===== src/rtl/pattern_sequencer.sv =====
// pattern_sequencer: selects one of NUM_PATTERNS colour buses, switching only at the vsync rising edge.
// Optional TRANSITION_BLANK_EN inserts BLANK_FRAMES blank frames after each switch.
`default_nettype none

module pattern_sequencer #(
    parameter int NUM_PATTERNS       = 4,
    parameter int SEL_W              = 2,
    parameter int FRAMES_PER_PATTERN = 300,
    parameter int CNT_W              = 10,
    parameter int RGB_W              = 6,
    parameter int BLANK_FRAMES       = 8
) (
    input  logic                          clk,
    input  logic                          rst,
    input  logic                          vsync,
    input  logic                          paused,
    input  logic                          auto_en,
    input  logic                          next_req,
    input  logic                          prev_req,
    input  logic [NUM_PATTERNS*RGB_W-1:0] rgb_in,
    output logic [RGB_W-1:0]              rgb,
    output logic [SEL_W-1:0]              pattern_sel,
    output logic [NUM_PATTERNS-1:0]       next_frame,
    output logic                          pattern_rst,
    output logic [CNT_W-1:0]              frame_count
);

    localparam logic [SEL_W-1:0] SEL_LAST   = SEL_W'(NUM_PATTERNS - 1);
    localparam logic [CNT_W-1:0] LAST_FRAME = CNT_W'(FRAMES_PER_PATTERN - 1);

    typedef enum logic [0:0] {
        SHOW  = 1'b0,
        BLANK = 1'b1
    } state_t;

    state_t state;
    logic   vsync_q;
    logic   pend_next;
    logic   pend_prev;
    logic   vs_rise;
    logic   show;
    logic   sw_eval;
    logic   do_fwd;
    logic   do_back;
    logic   do_switch;
    logic   set_next;
    logic   set_prev;

    assign vs_rise   = vsync & ~vsync_q;
    assign show      = (state == SHOW);
    assign sw_eval   = vs_rise & show;
    // Manual requests outrank auto-advance; the cancel rule keeps both flags from being set together.
    assign do_fwd    = sw_eval & (pend_next |
                       (~pend_prev & auto_en & ~paused & (frame_count == LAST_FRAME)));
    assign do_back   = sw_eval & ~pend_next & pend_prev;
    assign do_switch = do_fwd | do_back;

    assign set_next  = (pend_next & ~do_switch) | next_req;
    assign set_prev  = (pend_prev & ~do_switch) | prev_req;

    always_ff @(posedge clk or posedge rst) begin
        if (rst) begin
            vsync_q     <= 1'b1;
            pend_next   <= 1'b0;
            pend_prev   <= 1'b0;
            pattern_sel <= '0;
            frame_count <= '0;
            pattern_rst <= 1'b0;
        end else begin
            vsync_q <= vsync;
            if (set_next & set_prev) begin
                pend_next <= 1'b0;
                pend_prev <= 1'b0;
            end else begin
                pend_next <= set_next;
                pend_prev <= set_prev;
            end

            pattern_rst <= do_fwd & (pattern_sel == SEL_LAST);

            if (do_fwd) begin
                pattern_sel <= (pattern_sel == SEL_LAST) ? '0 : pattern_sel + 1'b1;
            end else if (do_back) begin
                pattern_sel <= (pattern_sel == '0) ? SEL_LAST : pattern_sel - 1'b1;
            end

            if (do_switch) begin
                frame_count <= '0;
            end else if (sw_eval & auto_en & ~paused & (frame_count != LAST_FRAME)) begin
                frame_count <= frame_count + 1'b1;
            end
        end
    end

`ifdef TRANSITION_BLANK_EN
    localparam int             BLK_W    = (BLANK_FRAMES > 1) ? $clog2(BLANK_FRAMES) : 1;
    localparam logic [BLK_W-1:0] BLK_LAST = BLK_W'(BLANK_FRAMES - 1);

    state_t           state_nxt;
    logic [BLK_W-1:0] blank_cnt;
    logic [BLK_W-1:0] blank_cnt_nxt;

    always_ff @(posedge clk or posedge rst) begin
        if (rst) begin
            state     <= SHOW;
            blank_cnt <= '0;
        end else begin
            state     <= state_nxt;
            blank_cnt <= blank_cnt_nxt;
        end
    end

    // Blank frames are counted on every vsync edge, even while paused.
    always_comb begin
        state_nxt     = state;
        blank_cnt_nxt = blank_cnt;
        case (state)
            SHOW: begin
                if (do_switch) begin
                    state_nxt     = BLANK;
                    blank_cnt_nxt = '0;
                end
            end
            BLANK: begin
                if (vs_rise) begin
                    if (blank_cnt == BLK_LAST) begin
                        state_nxt     = SHOW;
                        blank_cnt_nxt = '0;
                    end else begin
                        blank_cnt_nxt = blank_cnt + 1'b1;
                    end
                end
            end
            default: state_nxt = SHOW;
        endcase
    end
`else
    assign state = SHOW;
`endif

    always_comb begin
        rgb        = '0;
        next_frame = '0;
        for (int i = 0; i < NUM_PATTERNS; i++) begin
            if (pattern_sel == SEL_W'(i)) begin
                if (show) begin
                    rgb = rgb_in[i*RGB_W +: RGB_W];
                end
                next_frame[i] = vs_rise & ~paused & show;
            end
        end
    end

endmodule

`default_nettype wire


===== config.mk =====
export PLATFORM = sky130hd
export DESIGN_NAME = pattern_sequencer
export DESIGN_NICKNAME = d
export VERILOG_FILES = /design/src/rtl/pattern_sequencer.sv
export SDC_FILE = /design/constraint.sdc
export NUM_CORES = 1
export LEC_CHECK = 0
export CAP_MARGIN = 10
export CORE_MARGIN = 2
export CORE_UTILIZATION = 30
export DETAILED_ROUTE_END_ITERATION = 10
export PLACE_DENSITY_LB_ADDON = 0.2
export SYNTH_ARGS = -nofsm -noshare
export SYNTH_HDL_FRONTEND = slang
export SYNTH_SLANG_ARGS = --single-unit

===== constraint.sdc =====
create_clock -name clk -period 2.08 [get_ports clk]
set_input_delay 0.52 -clock clk [delete_from_list [all_inputs] [get_ports clk]]
set_output_delay 0.52 -clock clk [all_outputs]
set_load 0.01 [all_outputs]

==> results.toml <==
[power]
powerDensity_nw_per_um2 = 861
peakVddDrop_v = 0.000309
switching_share_pct = 37.7
p_comb_share_pct = 64.2
p_seq_share_pct = 22.3
p_leak_nw = 0.870
netSwitchingPower_mw = 0.653
intPower_mw = 1.08
clockPowerShare_pct = 13.6

[global_route]
grt_overflow = 0
antenna_found_initial = 0
track_usage_pct = 15.9
grt_pass1_vias = 1163
grt_max_degree = 17
grt_pass1_wl_um = 5220

[yosys]
synth-main-ff-cell = "dfrtp_1"
ys_seq_elements = 16
yosys-mux-area-fraction_pct = 0.895
synth_top_family_by_area = "simple AND/OR/NAND/NOR gates"
syn-num-nets = 160
syn_area_per_cell_um2 = 9.02
async_flop_share_pct = 100
synth_area_um2 = 1120
syn-instance-count = 124
synth_edf_count = 0
synth-adder-area-share_pct = 5.59
synthSimpleGateAreaFrac_pct = 30.6
synthXorXnorAreaFrac_pct = 5.48
post_synth_num_cell_types = 40
yosys_warnings = 0
synth_compound_area_share_pct = 17.0
yosysSeqAreaShare_pct = 35.9

[status]
status = "finished, violations left"
violations = "setup timing"

[clock_tree]
clockBufferDepth = 2
tritoncts = "done"
cts_made_buffers = 3
clk_latency_ps = 250
htreeDepth = 1
cts.sinks = 16
clk_pin_slew_worst_paths_ps = 60
cts-root-buf = "clkbuf_8"

[setup_path]
crit_required_ps = 1560
worstReg2RegEnd = "pattern_sel[0]"
r2r-start = "vsync_q"
crit_type = "flop to output port"
cp-end-kind = "output port"
reg2reg_slack_ps = 210
start_kind = "flop"
rr_worst_depth = 10
critPathArrivalTime_ps = 1650
crit_path_max_fanout = 8

[route]
drt_wl_total_um = 3270
initialDrtViolationCount = 24
vias = 1232
ant_nets = 0
wire_per_inst_um = 13.0
firstDrtPassIters = 4
drc_errors = 0
routed_via_density = 4.91

[cells_and_area]
nFillCells = 356
nets = 240
final_area_um2 = 2010
drive_gt1_share_pct = 32.0
synthToLayoutAreaGrowth_pct = 80.0
final_util_pct = 55.4
diodes = 0

[hold_path]
hold_start = "vsync"
holdCritPathClass = "input port to flop"
hold-path-cell-count = 2
hold_end = "vsync_q"

[timing]
finalCriticalPeriod_ps = 2170
grt_setup_unrepaired = "true"
drv_slew = 0
clock.fmax_ghz = 0.461
hold_viol_final = 0
worstMarginPinSlew_ps = 608
worst_slack_ps = -89.7
period_share_pct = 104
setup_viol = 5
maxSlewHeadroom_pct = 59.4
fin_skew_ps = 3.35

[placement]
gp_congestion = 0.794
port_buffers = 53
dp_hpwl_um = 2510
place_area_um2 = 1830

[floorplanning]
die_area_um2 = 4230
core_area_um2 = 3630
io_pins = 54
die-width_um = 65.1
num_rows = 22
start_util_pct = 30.8
dieHeight_um = 65.1

[flow_run]
maxCapViolCount = 0
==> cell families after synthesis <==
| kind of cell | Yosys count |
|---|---|
| mux | 1 |
| xor+xnor | 7 |
| simple gates | 58 |
| buf+inv | 10 |
| flops | 16 |
| compound gates | 27 |
| fa+ha+maj | 5 |
==> per-layer routing <==
metal,global-route usage [%],wire [µm]
met3,3.47,105
met1,19.9,1460
met4,5.99,61
met2,26.7,1650
met5,0,0
==> sequential cells by signal (all words and copies together) (netlist names) <==
signal	count
frame_count	10
pattern_sel	2
pattern_rst	1
pend_next	1
pend_prev	1
vsync_q	1
==> cell usage after synthesis, types with 2 or more instances <==
master    number  area (µm²)
and2_1         5        31.3
a221oi_1       5        43.8
inv_1          4        15.0
nor3_1         2        10.0
nand4_1        4        25.0
nand2b_1       2        12.5
xor2_1         6        52.6
ha_1           5        62.6
nand3_1        3        15.0
or3_1          2        12.5
a21oi_1        6        30.0
o21ai_0        4        20.0
or4b_4         2        27.5
dfrtp_1       15         375
o31ai_1        5        37.5
nor2b_1        7        43.8
nand2_1        9        33.8
clkbuf_1       3        11.3
nor2_1        14        52.6
==> layout by cell type (no fill, tap or decap), types with 2 or more instances in the layout <==
master and n:
clkdlybuf4s50_1 42, nand3_1 3, xor2_1 6, nor3_1 2, or4b_4 2, a21oi_1 6
and2_1 5, nand2b_1 2, buf_4 25, or3_1 2, nor2_1 11, nor2b_1 7
nor2_4 2, o21ai_0 3, nand2_1 9, dfrtp_1 15, buf_6 2, inv_2 3
nand4_1 4, a221oi_2 4, buf_2 9, o31ai_1 5, clkbuf_8 3, ha_4 4
==> timing repair <==
action | in CTS | in global routing
endpoints found under the setup margin | 10 | 22
buffers inserted | 5 | 2
hold buffers | 0 | 0
resized for setup | 54 | 17
pin swaps | 5 | 2
cloned | 0 | 0
==> worst max-delay path, cell delays in order (launching register included) <==
cell and delay (ps):
dfrtp_1 430, inv_2 100, buf_4 120, ha_4 180
buf_8 140, a221oi_2 40, o31ai_1 210, buf_2 180
==> area by class of cell <==
cell class | count | area [µm²] | share of cell area (%)
Inverter | 4 | 15.0 | 0.746
Multi-Input combinational cell | 98 | 783 | 38.9
Tap cell | 48 | 60.1 | 2.98
Sequential cell | 16 | 402 | 20.0
Clock buffer | 4 | 45.0 | 2.24
Timing Repair Buffer | 81 | 708 | 35.2
==> worst max path at each step <==
stage	slack, ps	from	end
finish	-90	pattern_sel[0]	rgb[1]
global route	-170	pattern_sel[0]	rgb[0]
CTS	-100	pattern_sel[1]	rgb[1]
detailed placement	-390	rgb_in[3]	rgb[3]
global placement	-390	rgb_in[3]	rgb[3]
floorplan	50	pattern_sel[1]	rgb[0]
==> through the flow <==
stage	instances	hold WS, ps	TNS (ps)	power, mW	setup WS, ps
2_1_floorplan	124	433	0	0.829	53.5
3_3_place_gp	240	558	-3940	1.32	-390
3_5_place_dp	240	578	-4320	1.33	-390
4_1_cts	249	593	-447	1.62	-99.5
5_1_grt	251	533	-890	1.84	-167
6_report	251	529	-384	1.73	-89.7
==> power by group through the flow <==
stage / clock network (mW) / registers (mW) / logic (mW)
floorplan: 0 / 0.408 / 0.421
global placement: 0 / 0.382 / 0.936
detailed placement: 0 / 0.383 / 0.948
CTS: 0.246 / 0.382 / 0.993
global route: 0.258 / 0.392 / 1.19
finish: 0.235 / 0.386 / 1.11
Note: power is estimated with default switching activity, not from simulation.
